[src/rtl/stella_race.sv]
// StellaRace pixel-colour generator: owns the game state (player, obstacles,
// starfield scroll, game-over latch) and returns a registered RGB444 colour per pixel.
module stella_race #(
   parameter int unsigned PLAYER_STEP = 4,
   parameter int unsigned OBST_SPEED  = 2,
   parameter logic [15:0] LFSR_SEED   = 16'hACE1
) (
   input  logic        clk,
   input  logic        rst_n,
   input  logic [8:0]  y,
   input  logic [9:0]  x,
   input  logic        movel,
   input  logic        mover,
   output logic [11:0] color
);

   localparam int unsigned XW       = 10;
   localparam int unsigned YW       = 9;
   localparam int unsigned NOBS     = 4;
   localparam int unsigned SZ       = 32;
   localparam int unsigned PLAYER_Y = 448;
   localparam int unsigned X_MAX    = 608;
   localparam int unsigned H_VIS    = 640;
   localparam int unsigned V_VIS    = 480;

   logic [XW-1:0] player_x;
   logic [XW-1:0] ox [NOBS];
   logic [YW-1:0] oy [NOBS];
   logic [7:0]    scroll;
   logic          game_over;
   logic [15:0]   lfsr;
   logic          eof_d;

   logic          eof_c;
   logic          tick_c;
   logic          hit_c;
   logic [15:0]   lfsr_nx_c;
   logic [XW-1:0] player_nx_c;
   logic          in_player_c;
   logic          in_obs_c;
   logic          star_c;
   logic [YW-1:0] star_y_c;
   logic [11:0]   pix_c;

   // Frame tick fires once per entry into the last visible pixel.
   assign eof_c  = (x == XW'(H_VIS - 1)) && (y == YW'(V_VIS - 1));
   assign tick_c = eof_c && !eof_d;

   assign lfsr_nx_c = {lfsr[14:0], lfsr[15] ^ lfsr[13] ^ lfsr[12] ^ lfsr[10]};

   // Collision test and steering, both on pre-update positions.
   always_comb begin
      hit_c = 1'b0;
      for (int k = 0; k < int'(NOBS); k++) begin
         if ((11'(player_x) < 11'(ox[k]) + 11'(SZ)) &&
             (11'(ox[k]) < 11'(player_x) + 11'(SZ)) &&
             (11'(oy[k]) + 11'(SZ) > 11'(PLAYER_Y)) &&
             (11'(oy[k]) < 11'(PLAYER_Y + 16)))
            hit_c = 1'b1;
      end
      player_nx_c = player_x;
      if (movel && !mover)
         player_nx_c = (player_x < XW'(PLAYER_STEP)) ? '0 : player_x - XW'(PLAYER_STEP);
      else if (mover && !movel)
         player_nx_c = (player_x > XW'(X_MAX - PLAYER_STEP)) ? XW'(X_MAX)
                                                             : player_x + XW'(PLAYER_STEP);
   end

   // Pixel colour by priority: off-screen, player, obstacle, star, background.
   always_comb begin
      in_player_c = (x >= player_x) && (11'(x) < 11'(player_x) + 11'(SZ)) &&
                    (y >= YW'(PLAYER_Y)) && (y < YW'(PLAYER_Y + 16));
      in_obs_c = 1'b0;
      for (int k = 0; k < int'(NOBS); k++) begin
         if ((x >= ox[k]) && (11'(x) < 11'(ox[k]) + 11'(SZ)) &&
             (y >= oy[k]) && (10'(y) < 10'(oy[k]) + 10'(SZ)))
            in_obs_c = 1'b1;
      end
      star_y_c = y + YW'(scroll);
      star_c   = (x[4:0] == 5'd7) && (star_y_c[4:0] == 5'd3);
      if ((x >= XW'(H_VIS)) || (y >= YW'(V_VIS)))
         pix_c = 12'h000;
      else if (in_player_c)
         pix_c = game_over ? 12'hFFF : 12'h0FF;
      else if (in_obs_c)
         pix_c = 12'hF00;
      else if (star_c)
         pix_c = 12'h888;
      else
         pix_c = game_over ? 12'h400 : 12'h000;
   end

   // eof_d resets high so a tick needs a fresh entry into the last pixel after reset.
   always_ff @(posedge clk or negedge rst_n) begin
      if (!rst_n) begin
         color     <= 12'h000;
         eof_d     <= 1'b1;
         player_x  <= XW'(304);
         scroll    <= '0;
         game_over <= 1'b0;
         lfsr      <= LFSR_SEED;
         for (int k = 0; k < int'(NOBS); k++) begin
            ox[k] <= XW'(64 + 160 * k);
            oy[k] <= YW'(120 * k);
         end
      end else begin
         color <= pix_c;
         eof_d <= eof_c;
         if (tick_c && !game_over) begin
            if (hit_c) begin
               game_over <= 1'b1;
            end else begin
               lfsr     <= lfsr_nx_c;
               scroll   <= scroll + 8'd1;
               player_x <= player_nx_c;
               for (int k = 0; k < int'(NOBS); k++) begin
                  if (10'(oy[k]) + 10'(OBST_SPEED) >= 10'(V_VIS)) begin
                     oy[k] <= '0;
                     ox[k] <= 10'(lfsr[8:0]) + 10'd48;
                  end else begin
                     oy[k] <= oy[k] + YW'(OBST_SPEED);
                  end
               end
            end
         end
      end
   end

endmodule

[config.mk]
export PLATFORM = sky130hd
export DESIGN_NAME = stella_race
export DESIGN_NICKNAME = d
export VERILOG_FILES = /design/src/rtl/stella_race.sv
export SDC_FILE = /design/constraint.sdc
export NUM_CORES = 1
export LEC_CHECK = 0
export CORE_MARGIN = 3
export CORE_UTILIZATION = 50
export DETAILED_ROUTE_END_ITERATION = 6
export GPL_ROUTABILITY_DRIVEN = 0
export PLACE_DENSITY = 0.7
export SLEW_MARGIN = 20
export SYNTH_ARGS = -nofsm -noshare
export SYNTH_HDL_FRONTEND = slang
export SYNTH_SLANG_ARGS = --single-unit
[constraint.sdc]
create_clock -name clk -period 3.3 [get_ports clk]
set_input_delay 0.99 -clock clk [delete_from_list [all_inputs] [get_ports clk]]
set_output_delay 0.99 -clock clk [all_outputs]
set_load 0.02 [all_outputs]
==> flow_metrics.env <==
export IMPL_outcome="finished with violations"
export IMPL_failed_checks="negative setup slack"
export IMPL_worstSetupEndpointType="flip-flop"
export IMPL_grt_pass1_wl_um=50800
export IMPL_nNetsFinal=1540
export IMPL_first_global_vias=9937
export IMPL_antenna_found_initial=0
export IMPL_cts_htree_levels=3
export IMPL_rsz0062_at_grt="true"
export IMPL_fin_crit_sh_pct=109.4
export IMPL_crit_path_frequent_cell="ha_4"
export IMPL_nFillCells=1384
export IMPL_drc=0
export IMPL_synth_top_cell_area_share_pct=24.28
export IMPL_grt_overflow=0
export IMPL_dp_cells=1536
export IMPL_postSynthCellCount=1122
export IMPL_setup_slack_ps=-310.0
export IMPL_finalSetupViolations=100
export IMPL_cts_tree="yes"
export IMPL_worst_ep_required_time_ps=3560
export IMPL_synth_area_mm2=0.01031
export IMPL_num_rows=51
export IMPL_vias_per_cell=6.317
export IMPL_ys_types=76
export IMPL_max_freq_ghz=0.2770
export IMPL_max_clock_path_buffers=2
export IMPL_crit_family="simple AND/OR/NAND/NOR gates"
export IMPL_io_pins=35
export IMPL_cp_cell_sequence="ha_4 -> buf_6 -> nand3_4 -> xnor2_4 -> buf_12 -> ha_4 -> nor2_1 -> mux2i_1 -> o22ai_1 -> o211ai_1 -> a41oi_2 -> buf_4 -> or4_4 -> nor2_4 -> clkbuf_16 -> mux2_4"
export IMPL_area_growth_pct=35.47
export IMPL_drv_slew=0
export IMPL_die_y_um=149.6
export IMPL_p_leak_nw=6.202
export IMPL_utilization_pct=70.36
export IMPL_clk_pin_slew_ps=80
export IMPL_vias=10020
export IMPL_synth_warnings=0
export IMPL_cp_buffers_inverters=4
export IMPL_synth_seq_area_share_pct=26.61
export IMPL_max_stage_delay_ps=600
export IMPL_ctsHoldBuffers=0
export IMPL_hold_path_class="flip-flop to flip-flop"
export IMPL_slew_headroom_pct=50.23
export IMPL_drv_cap=0
export IMPL_worst_setup_path_start_kind="flip-flop"
export IMPL_pwr_density_cell_mw_per_mm2=212.4
export IMPL_synth_edf_count=0
export IMPL_worstMarginPinSlew_ps=738.7
export IMPL_crit_path_start="player_x[5]"
export IMPL_ys_flop_type="dfrtp_1"
export IMPL_clkSinkCount=108
export IMPL_timing_rr_start="player_x[5]"
export IMPL_initial_core_util_pct=51.94
export IMPL_critical_path_arrival_ps=3870
export IMPL_drt_iter0_drc=806
export IMPL_cts_buffers=9
export IMPL_worstSkewPairLatency_ps=370
export IMPL_cts_root_buf="clkbuf_16"
export IMPL_grt_start_max_net_pins=62
export IMPL_wl_um=33750
export IMPL_fin_hold_ws_ps=502.3
export IMPL_hold_violations=0
export IMPL_synth_nets=1346
export IMPL_hpwlAfterDp_um=23360
export IMPL_fp_dieArea_mm2=0.02237
export IMPL_portBuffers=34
export IMPL_path_class="flip-flop to flip-flop"
export IMPL_avgSynthCellArea_um2=9.187
export IMPL_layout_min_cycle_time_ps=3610
export IMPL_yosys_top_cells_area="ha_1, dfrtp_1, dfstp_2, a21oi_1, inv_1"
export IMPL_fin_setup_tns_ps=-16230
export IMPL_stdcell_count=1586
export IMPL_finalClockSkew_ps=11.40
export IMPL_drive_above_1_share_pct=32.02
export IMPL_diodes=0
export IMPL_synthArstFlopShare_pct=100.0
export IMPL_critPathMaxFanout=6
export IMPL_total_power_mw=2.966
export IMPL_slowest_stage="dfstp_2"
export IMPL_synth_ff_latch_count=108
export IMPL_min_from="scroll[3]"
export IMPL_place_area_mm2=0.01204
export IMPL_fp_dieW_um=149.6
export IMPL_ant_nets=0
export IMPL_fp_coreArea_mm2=0.01985
export IMPL_wl_per_cell_um=21.28
export IMPL_grtUsageTotal_pct=28.66
export IMPL_synth_top_cell_by_area="ha_1"
export IMPL_dpl_worst_slack_ps=-674.9
export IMPL_first_pass_iters=5
export IMPL_fin_area_mm2=0.01396
export IMPL_irDropWorstVdd_mv=0.2464
## cells in the final DEF (no fill, tap or decap), types with 6 or more instances in the layout
| cell | instances |
|---|---|
| o21ai_0 | 32 |
| o21ai_2 | 17 |
| a21o_1 | 22 |
| mux2_2 | 9 |
| nor3_1 | 13 |
| dfrtp_1 | 76 |
| nand2b_1 | 8 |
| nor4_1 | 6 |
| xnor2_1 | 35 |
| clkbuf_16 | 12 |
| o21ai_1 | 27 |
| a221oi_1 | 6 |
| clkdlybuf4s50_1 | 26 |
| and3_1 | 11 |
| mux2i_1 | 11 |
| nand2_1 | 41 |
| buf_6 | 23 |
| o21a_1 | 17 |
| o22ai_1 | 6 |
| dfstp_2 | 32 |
| nand3_1 | 54 |
| nor2b_1 | 19 |
| buf_12 | 14 |
| a211oi_1 | 7 |
| nor2_1 | 39 |
| inv_1 | 91 |
| buf_4 | 142 |
| o31ai_1 | 8 |
| o31ai_2 | 6 |
| a211oi_2 | 7 |
| nand4_1 | 14 |
| a21oi_2 | 11 |
| ha_1 | 182 |
| mux2_4 | 37 |
| o211ai_1 | 15 |
| ha_4 | 16 |
| a21oi_1 | 56 |
| a31oi_1 | 12 |
## routing by layer
layer / up-vias / GRT usage [%] / routed length [um]
li1: 4586 / - / -
met3: 90 / 3.967 / 2072
met5: - / 0 / 0
met4: 0 / 10.71 / 1131
met2: 397 / 47.78 / 16290
met1: 4946 / 37.96 / 14250
## state kept, by name, summed over array words and instances, names as in the netlist
name / cells
color: 5
game_over: 1
ox: 40
lfsr: 16
oy: 32
player_x: 8
scroll: 5
eof_d: 1
## final cells by class
class                           count  area, um^2  area share [%]
Clock buffer                       11       242.7           1.738
Clock inverter                      5       70.07          0.5018
Inverter                           96       365.4           2.616
Multi-Input combinational cell    881        8070           57.80
Sequential cell                   108        2743           19.64
Tap cell                          265       331.6           2.375
Timing Repair Buffer              220        2141           15.33
## cell families (layout without fill, tap and decap cells)
| logic type | after synthesis | in the layout | share of synthesized area, % |
|---|---|---|---|
| DFF | 108 | 108 | 26.61 |
| xor gates and xnor gates | 41 | 41 | 3.557 |
| and+or+nand+nor | 266 | 266 | 13.53 |
| muxes | 58 | 58 | 6.312 |
| AOI/OAI and AO/OA | 313 | 313 | 19.79 |
| adders and majority gates | 203 | 203 | 24.67 |
| buffers and inverters | 133 | 332 | 5.535 |
## cells in the mapped netlist (all sizes together), types with 5 or more instances
| cell | n |
|---|---|
| o21a | 17 |
| inv | 96 |
| nor3 | 19 |
| a211oi | 15 |
| o31ai | 16 |
| a221oi | 7 |
| a21o | 22 |
| dfrtp | 76 |
| ha | 200 |
| nor2b | 20 |
| nand2 | 50 |
| xnor2 | 39 |
| mux2i | 11 |
| a2111oi | 10 |
| nor4 | 9 |
| dfstp | 32 |
| buf | 19 |
| mux2 | 46 |
| a31oi | 15 |
| and3 | 12 |
| nand4 | 14 |
| nand3 | 58 |
| o22ai | 9 |
| o211ai | 15 |
| or3 | 5 |
| and2 | 6 |
| clkbuf | 18 |
| nand2b | 9 |
| nor2 | 44 |
| a21oi | 69 |
| o21ai | 80 |
## final timing paths
path | end | slack (ps) | cells after the start
max | ox[30] | -310 | 16
min | scroll[3] | 500 | 1
max reg2reg | ox[30] | -310 | 16
min reg2reg | scroll[3] | 500 | 1
max in group asynchronous | oy[13] | 2030 | 2
min in group asynchronous | player_x[7] | 550 | 1
## power by group
| part | switching [mW] | internal, mW |
|---|---|---|
| clock | 0.566 | 0.625 |
| sequential | 0.00104 | 1.33 |
| combinational | 0.249 | 0.198 |
## what timing repair did
action | in CTS | in global routing
setup buffers | 19 | 11
pin swaps | 33 | 31
gates cloned | 6 | 3
gates resized for setup | 137 | 141
setup endpoints to repair | 95 | 106
No activity file was read; power rests on OpenSTA's default activity.
